`src/rtl/alu_pipe.sv`:
```
// Handshaked RV integer ALU: base ops and edge-case divides finish in one registered cycle,
// while MUL/MULHU/DIV/DIVU/REM/REMU iterate XLEN cycles through a shared accumulator.
module alu_pipe #(
    parameter int XLEN = 64
) (
    input  logic            clk,
    input  logic            rst,
    input  logic            in_valid,
    output logic            in_ready,
    input  logic [4:0]      op,
    input  logic [XLEN-1:0] rs1,
    input  logic [XLEN-1:0] rs2,
    output logic            out_valid,
    input  logic            out_ready,
    output logic [XLEN-1:0] rd,
    output logic            illegal,
    output logic            busy
);

    localparam int SHW = $clog2(XLEN);

    localparam logic [4:0] OP_ADD   = 5'd0;
    localparam logic [4:0] OP_SUB   = 5'd1;
    localparam logic [4:0] OP_SLL   = 5'd2;
    localparam logic [4:0] OP_SLT   = 5'd3;
    localparam logic [4:0] OP_SLTU  = 5'd4;
    localparam logic [4:0] OP_XOR   = 5'd5;
    localparam logic [4:0] OP_SRL   = 5'd6;
    localparam logic [4:0] OP_SRA   = 5'd7;
    localparam logic [4:0] OP_OR    = 5'd8;
    localparam logic [4:0] OP_AND   = 5'd9;
    localparam logic [4:0] OP_MUL   = 5'd10;
    localparam logic [4:0] OP_MULHU = 5'd11;
    localparam logic [4:0] OP_DIVU  = 5'd12;
    localparam logic [4:0] OP_REMU  = 5'd13;
    localparam logic [4:0] OP_DIV   = 5'd14;
    localparam logic [4:0] OP_REM   = 5'd15;

    localparam logic [XLEN-1:0] SMIN = {1'b1, {(XLEN-1){1'b0}}};

    typedef enum logic [1:0] {IDLE, CALC, DONE} state_t;

    state_t              state;
    logic [63:0]         iter;
    logic [2*XLEN-1:0]   acc;
    logic [XLEN-1:0]     opnd;
    logic [4:0]          op_q;
    logic                neg_q;
    logic                neg_r;

    logic                accept;
    logic [SHW-1:0]      shamt;
    logic                div_zero;
    logic                div_ovf;
    logic                signed_div;
    logic                rs1_neg;
    logic                rs2_neg;
    logic [XLEN-1:0]     mag1;
    logic [XLEN-1:0]     mag2;
    logic                is_iter;
    logic                is_mul;
    logic [XLEN-1:0]     fast_rd;
    logic                fast_ill;

    logic                mul_q;
    logic [XLEN:0]       mul_sum;
    logic [XLEN:0]       div_shift;
    logic [XLEN:0]       div_diff;
    logic [2*XLEN-1:0]   mul_next;
    logic [2*XLEN-1:0]   div_next;
    logic [XLEN-1:0]     fin_rd;

    assign accept     = in_valid && in_ready;
    assign in_ready   = (state == IDLE) && (!out_valid || out_ready);
    assign busy       = (state != IDLE);

    assign shamt      = rs2[SHW-1:0];
    assign div_zero   = (rs2 == '0);
    assign div_ovf    = (rs1 == SMIN) && (rs2 == '1);
    assign signed_div = (op == OP_DIV) || (op == OP_REM);
    assign rs1_neg    = signed_div && rs1[XLEN-1];
    assign rs2_neg    = signed_div && rs2[XLEN-1];
    assign mag1       = rs1_neg ? -rs1 : rs1;
    assign mag2       = rs2_neg ? -rs2 : rs2;
    assign is_mul     = (op == OP_MUL) || (op == OP_MULHU);

    always_comb begin
        fast_rd  = '0;
        fast_ill = 1'b0;
        is_iter  = 1'b0;
        case (op)
            OP_ADD:   fast_rd = rs1 + rs2;
            OP_SUB:   fast_rd = rs1 - rs2;
            OP_SLL:   fast_rd = rs1 << shamt;
            OP_SLT:   fast_rd = {{(XLEN-1){1'b0}}, $signed(rs1) < $signed(rs2)};
            OP_SLTU:  fast_rd = {{(XLEN-1){1'b0}}, rs1 < rs2};
            OP_XOR:   fast_rd = rs1 ^ rs2;
            OP_SRL:   fast_rd = rs1 >> shamt;
            OP_SRA:   fast_rd = $signed(rs1) >>> shamt;
            OP_OR:    fast_rd = rs1 | rs2;
            OP_AND:   fast_rd = rs1 & rs2;
            OP_MUL, OP_MULHU: is_iter = 1'b1;
            // Divide-by-zero and signed overflow have fixed answers, so they skip the iteration.
            OP_DIVU:  if (div_zero) fast_rd = '1; else is_iter = 1'b1;
            OP_REMU:  if (div_zero) fast_rd = rs1; else is_iter = 1'b1;
            OP_DIV: begin
                if (div_zero)     fast_rd = '1;
                else if (div_ovf) fast_rd = rs1;
                else              is_iter = 1'b1;
            end
            OP_REM: begin
                if (div_zero)     fast_rd = rs1;
                else if (div_ovf) fast_rd = '0;
                else              is_iter = 1'b1;
            end
            default:  fast_ill = 1'b1;
        endcase
    end

    // acc holds {high product, multiplier} for multiply and {remainder, dividend/quotient} for divide.
    assign mul_q     = (op_q == OP_MUL) || (op_q == OP_MULHU);
    assign mul_sum   = acc[0] ? ({1'b0, acc[2*XLEN-1:XLEN]} + {1'b0, opnd})
                              : {1'b0, acc[2*XLEN-1:XLEN]};
    assign mul_next  = {mul_sum, acc[XLEN-1:1]};
    assign div_shift = {acc[2*XLEN-1:XLEN], acc[XLEN-1]};
    assign div_diff  = div_shift - {1'b0, opnd};
    assign div_next  = div_diff[XLEN] ? {div_shift[XLEN-1:0], acc[XLEN-2:0], 1'b0}
                                      : {div_diff[XLEN-1:0], acc[XLEN-2:0], 1'b1};

    always_comb begin
        fin_rd = '0;
        case (op_q)
            OP_MUL:   fin_rd = acc[XLEN-1:0];
            OP_MULHU: fin_rd = acc[2*XLEN-1:XLEN];
            OP_DIVU:  fin_rd = acc[XLEN-1:0];
            OP_REMU:  fin_rd = acc[2*XLEN-1:XLEN];
            OP_DIV:   fin_rd = neg_q ? -acc[XLEN-1:0] : acc[XLEN-1:0];
            OP_REM:   fin_rd = neg_r ? -acc[2*XLEN-1:XLEN] : acc[2*XLEN-1:XLEN];
            default:  fin_rd = '0;
        endcase
    end

    always_ff @(posedge clk) begin
        if (rst) begin
            state     <= IDLE;
            out_valid <= 1'b0;
            rd        <= '0;
            illegal   <= 1'b0;
            iter      <= '0;
            acc       <= '0;
            opnd      <= '0;
            op_q      <= '0;
            neg_q     <= 1'b0;
            neg_r     <= 1'b0;
        end else begin
            if (out_valid && out_ready)
                out_valid <= 1'b0;
            case (state)
                IDLE: begin
                    if (accept) begin
                        if (is_iter) begin
                            state <= CALC;
                            iter  <= '0;
                            op_q  <= op;
                            neg_q <= rs1_neg ^ rs2_neg;
                            neg_r <= rs1_neg;
                            if (is_mul) begin
                                acc  <= {{XLEN{1'b0}}, rs2};
                                opnd <= rs1;
                            end else begin
                                acc  <= {{XLEN{1'b0}}, mag1};
                                opnd <= mag2;
                            end
                        end else begin
                            rd        <= fast_rd;
                            illegal   <= fast_ill;
                            out_valid <= 1'b1;
                        end
                    end
                end
                CALC: begin
                    acc  <= mul_q ? mul_next : div_next;
                    iter <= iter + 64'd1;
                    if (iter == 64'(XLEN - 1))
                        state <= DONE;
                end
                DONE: begin
                    rd        <= fin_rd;
                    illegal   <= 1'b0;
                    out_valid <= 1'b1;
                    state     <= IDLE;
                end
                default: state <= IDLE;
            endcase
        end
    end

endmodule
```
`config.mk`:
```
export PLATFORM = sky130hd
export DESIGN_NAME = alu_pipe
export DESIGN_NICKNAME = d
export VERILOG_FILES = /design/src/rtl/alu_pipe.sv
export SDC_FILE = /design/constraint.sdc
export NUM_CORES = 2
export LEC_CHECK = 0
export CORE_MARGIN = 1.5
export CORE_UTILIZATION = 35
export CTS_CLUSTER_DIAMETER = 150
export DETAILED_ROUTE_END_ITERATION = 10
export HOLD_SLACK_MARGIN = 0.06
export MAX_ROUTING_LAYER = met4
export PLACE_DENSITY_LB_ADDON = 0.05
export SLEW_MARGIN = 10
export SYNTH_ARGS = -nofsm -noshare
export SYNTH_HDL_FRONTEND = slang
export SYNTH_SLANG_ARGS = --single-unit
```
`constraint.sdc`:
```
create_clock -name clk -period 8.93 [get_ports clk]
set_input_delay 1.786 -clock clk [delete_from_list [all_inputs] [get_ports clk]]
set_output_delay 1.786 -clock clk [all_outputs]
set_load 0.005 [all_outputs]
```
==> Yosys cells after proc, flatten, opt, wreduce, memory -nomap -nowiden <==
Index checks and enable logic that the tools add are counted.
{ "classes": {"addsub": 9, "n_lt_le_gt_ge": 2, "eq_ne": 30, "shifts": 3, "n_mux": 40, "bitwise": 4, "reduce_logical": 28} }
{ "op_table": {"columns": ["cell", "n"], "rows": [
  ["64-bit two-way mux", 14],
  ["64-bit case mux with 13 select lines", 1],
  ["128-bit two-way mux", 4],
  ["64-bit negator", 4],
  ["128-bit case mux with 2 select lines", 1],
  ["64-bit case mux with 2 select lines", 2],
  ["64-bit case mux with 4 select lines", 1],
  ["64-bit == test (second input constant)", 2],
  ["64-bit < comparator", 2],
  ["5-bit by 4-bit == test with 1-bit output (second input constant)", 14],
  ["64-bit by 64-bit adder with 65-bit output", 1],
  ["65-bit two-way mux", 1],
  ["65-bit by 64-bit subtractor with 65-bit output", 1],
  ["64-bit by 1-bit adder with 64-bit output (second input constant)", 1],
  ["64-bit adder", 1],
  ["64-bit AND", 1],
  ["64-bit by 6-bit == test with 1-bit output (second input constant)", 1],
  ["64-bit zero test", 1],
  ["64-bit bitwise OR", 1],
  ["64-bit by 6-bit << shifter with 64-bit output", 1],
  ["64-bit by 6-bit >> shifter with 64-bit output", 1],
  ["64-bit by 6-bit >>> shifter with 64-bit output", 1],
  ["64-bit subtractor", 1],
  ["64-bit bitwise XOR", 1],
  ["other kinds (21)", 57]
]} }
{ "word_totals": {"regBits": 331, "input_bits": 137, "output_inout_bits": 68, "elab_cells": 126} }

==> Longest topological paths before layout <==
{ "logic_depth": {"depth_word": 8, "mapped_depth": 19, "ltp_nobuf": 15} }

==> Worst setup path after synthesis <==
OpenSTA, ideal clock, no wires.
{ "synth_timing": {"kind": "input port to flip-flop", "startpoint": "in rs2[3]", "endpoint": "reg rd[55]", "setup_time_ps": 133, "arrival_ps": 6026, "path_slack_ps": 2771, "stages": 19, "path_buffers": 6, "cell_sequence": "clkbuf_1 > clkinv_1 > buf_1 > clkbuf_1 > clkbuf_1 > buf_1 > ha_1 > clkbuf_1 > nor2_1 > a221oi_1 > nand2_1 > a2111oi_0 > nor3_1 > o2111ai_1 > nand2_1 > a31oi_1 > mux2i_1 > a2111oi_0 > nor4_1"} }
{ "synth_via": {"elab_chain_cells": 8, "elab_cells_between_ends": 22, "classes_between": "2 x add/sub; 2 x eq/ne; 3 x shift; 12 x mux; 3 x reduce/logical"} }
{ "synth_lines": {"columns": ["item", "line_no", "rtl"], "rows": [
  ["start: declaration", "12", "input logic [XLEN-1:0] rs2,"],
  ["branches (longest 8 deep; another with 64-bit subtractor)", null, null],
  ["end signal: assignment", "175", "rd <= fast_rd;"],
  ["end signal: assignment", "188", "rd <= fin_rd;"],
  ["end: declaration", "15", "output logic [XLEN-1:0] rd,"]
]} }
Parallel ways; which one is timed is not known. The select of a mux whose other input is x is not followed.
A chain may end at the register's enable or synchronous reset.

==> Final worst setup path <==
{ "layout_timing": {"startpoint": "in rs1[42]", "endpoint": "reg rd[29]"} }
{ "layout_via": {"elab_chain_cells": 8, "elab_cells_between_ends": 16, "classes_between": "2 x eq/ne; 3 x shift; 9 x mux; 2 x reduce/logical"} }
{ "layout_lines": {"columns": ["item", "line_no", "rtl"], "rows": [
  ["start: declaration", "11", "input logic [XLEN-1:0] rs1,"],
  ["64-bit == test", "79", "assign div_ovf = (rs1 == SMIN) && (rs2 == '1);"],
  ["1-bit logical AND", "79", null],
  ["64-bit two-way mux", "108", "else if (div_ovf) fast_rd = rs1;"],
  ["64-bit two-way mux", "107", "if (div_zero) fast_rd = '1;"],
  ["64-bit case mux with 13 select lines", "91", "case (op)"],
  ["64-bit two-way mux", "161", "if (is_iter) begin"],
  ["64-bit two-way mux", "160", "if (accept) begin"],
  ["64-bit case mux with 2 select lines", "158", "case (state)"]
]} }
Parallel ways exist; a longest one is shown, timed or not. The select of a mux whose other input is x is not followed.

==> results.yml <==
setup_path:
  startpoint_type: "primary input"
  critical_path.n_buffers_inverters: 3
  end_kind: "register"
  r2r_cells: 16
  cp_common_cell: "nor4_1"
  cp_data_required_time_ps: 9410
  max_stage_delay_ps: 1210
  crit_family: "simple AND/OR/NAND/NOR gates"
  r2r-end: "acc[67]"
  timing.rr.start: "acc[63]"
  worstPathMaxFanout: 48
  slowest_stage: "nor4_1"
  arrival_ps: 8610
  r2r_slack_ps: 3340
  path_cells: "clkdlybuf4s50_1, buf_4, nor4_1, nor4b_1, or4b_1, nor4_1, o21ai_1, o21ai_4, buf_12, o21ai_0, a221oi_1, nor3_1"
  cp.depth: 12
  critPathKind: "in -> reg"
placed_design:
  gp_congestion: 1.10
  portBuffers: 204
  hpwlAfterDp_um: 261000
logic_synthesis:
  synth_area_per_cell_um2: 6.77
  synth-edff-count: 0
  synth_top_cell_by_area: "dfxtp_1"
  syn_inst: 7678
  synth_cell_types: 97
  ys_ff_latch: 331
  ys.flop_type: "dfxtp_1"
  syn_nets: 8155
  yosysWarnings: 0
  synth_area_um2: 52000
  ys_async_sr_fraction_pct: 0
  yosysSeqAreaShare_pct: 12.8
  yosys-top-cells-area: "dfxtp_1, ha_1, a21oi_1"
  netlist.area_leader.share_pct: 12.8
power:
  p_leak_nw: 21.8
  ir_drop_v: 0.000252
  p_per_area_nw_per_um2: 152
clock_network:
  cts.sinks: 331
  clock_path_buffers: 3
  cts_setup_buffers: 0
  cts_resized: 0
  clk_latency_ps: 660
  cts_inserted_buffers: 46
  clockRootBuffer: "clkbuf_16"
  htreeDepth: 2
  cts.clk_slew.worst_paths_ps: 60
  hold_buffers: 0
  tritoncts: "built"
final_layout:
  layout_commonest_cell: "nor2_1"
  layout_common_cells: "nor2_1, nand2_1, a21oi_1"
  multiInputGateArea_um2: 41600
  fillers: 15800
  final_nets: 7981
  area_growth_pct: 10.8
  drive_gt1_share_pct: 8.11
  seqCellArea_um2: 6630
  fin_util_pct: 39.0
timing:
  slew-limit-headroom_pct: -0.604
  rsz0062_at_grt: "no"
  fin_skew_ps: 51.9
  hold_viol_final: 0
  fin_crit_ps: 8130
  fin_crit_sh_pct: 91.0
  setup_tns_ps: 0
  tightest_slew_ps: 1470
  fmax_ghz: 0.123
  setup_violations: 0
  slew_violations: 1
min_path:
  min_to: "op_q[4]"
  hold_depth: 2
  hold_path_class: "reg -> reg"
  hold_start: "op_q[4]"
floorplan:
  coreArea_um2: 147000
  start_util_pct: 35.2
  die_h_um: 388
  boundaryPins: 205
  dieArea_um2: 151000
  dieWidth_um: 388
  rows: 141
detailed_routing:
  drtAntennaViolNets: 0
  drc: 0
  drtIter0Drc: 9479
  num_vias: 64500
  drt-pass1-iter-count: 9
  wl_per_cell_um: 35.2
  vias_per_cell: 6.81
  wl_um: 333000
run_status:
  violations: "capacitance limit, slew limit"
  status: "finished, violations left"
global_route:
  grt_overflow: 0
  antenna_found_initial: 14
  grt_pass1_vias: 59500
  grt_first_pass_wirelength_um: 464000
  grt_max_degree: 109
  grt_usage_pct: 43.6
job:
  maxCapViolCount: 1
[registers in the layout (all words and copies together) (netlist names), 2 cells and up]
register	cells
acc	128
iter	64
op_q	5
opnd	64
rd	64
state	2
[routing by layer]
metal / vias up / track usage [%] / share of wire (%)
met2: 3929 / 61.2 / 41
met5: - / - / 0
met4: 0 / 23.9 / 6.6
met1: 31700 / 56.9 / 42
li1: 28100 / - / -
met3: 766 / 10.5 / 10
[worst reg2reg max path, delay by kind of cell (launching register included)]
kind,cells,cell delay (ps)
AO/OA/AOI/OAI,8,2310
buffers and inverters,5,1810
adder cells (fa/ha/maj),2,670
flip-flops,1,490
AND/OR/NAND/NOR,1,160
[cell usage after synthesis, drive strengths merged (30+ instances only)]
master and n:
or4 53, nor2b 38, a2111oi 32, nand3 141, a21oi 798, o21bai 68, nand2 831, and3 39
o21ai 521, o21a 44, a221oi 84, xor2 86, nand2b 47, mux2i 137, o22ai 64, o211ai 127
nor2 896, or2 31, a31oi 97, mux2 30, nand4 110, ha 336, dfxtp 331, o221ai 46
nor4 98, a221o 35, a22o 40, inv 325, xnor2 216, clkbuf 570, a211oi 184, a311oi 53
a21o 112, buf 109, o31ai 101, nor3 238, a22oi 65, or3 76, and2 35, mux4 128
[power by group]
part | switching (W) | total (W) | internal [W]
registers | 0.000175 | 0.00173 | 0.00156
clock network | 0.000830 | 0.00197 | 0.00114
logic | 0.00340 | 0.00506 | 0.00167
total | 0.00440 | 0.00877 | 0.00437
[kinds of logic after synthesis]
kind of cell             Yosys count  share of synthesized area [%]
AO/OA/AOI/OAI                   2711                           34.0
XOR/XNOR                         302                           5.09
adder cells (fa/ha/maj)          340                           8.24
buffers and inverters           1009                           7.42
flip-flops                       331                           12.8
multiplexers                     295                           8.84
AND/OR/NAND/NOR                 2690                           23.7
[how the worst max path moves through the flow]
| stage | from | end | slack, ps |
|---|---|---|---|
| after floorplan | rs2[3] | rd[55] | 2770 |
| after global placement | rs1[42] | rd[29] | 720 |
| after detailed placement | rs1[42] | rd[29] | 680 |
| after CTS | rs1[42] | rd[29] | 1320 |
| after global routing | rs1[42] | rd[29] | 1170 |
| final | rs1[42] | rd[29] | 800 |
[stage by stage]
step	hold slack, ps	instance area [um^2]	setup WS (ps)	power (W)	instances
6_report	431	57600	799	0.00877	9479
5_1_grt	442	57600	1170	0.00916	9472
4_1_cts	432	57500	1320	0.00863	9465
3_3_place_gp	416	56000	718	0.00666	9385
2_1_floorplan	409	52000	2770	0.00486	7678
3_5_place_dp	423	56000	678	0.00664	9385
[final cells by class]
class	count	share of cell area, %
Timing Repair Buffer	457	7.08
Multi-Input combinational cell	6338	72.3
Clock buffer	56	2.17
Tap cell	1930	4.19
Sequential cell	331	11.5
Antenna cell	13	0.0565
Clock inverter	24	0.541
Inverter	330	2.16
Power figures use the tool's default switching activity.
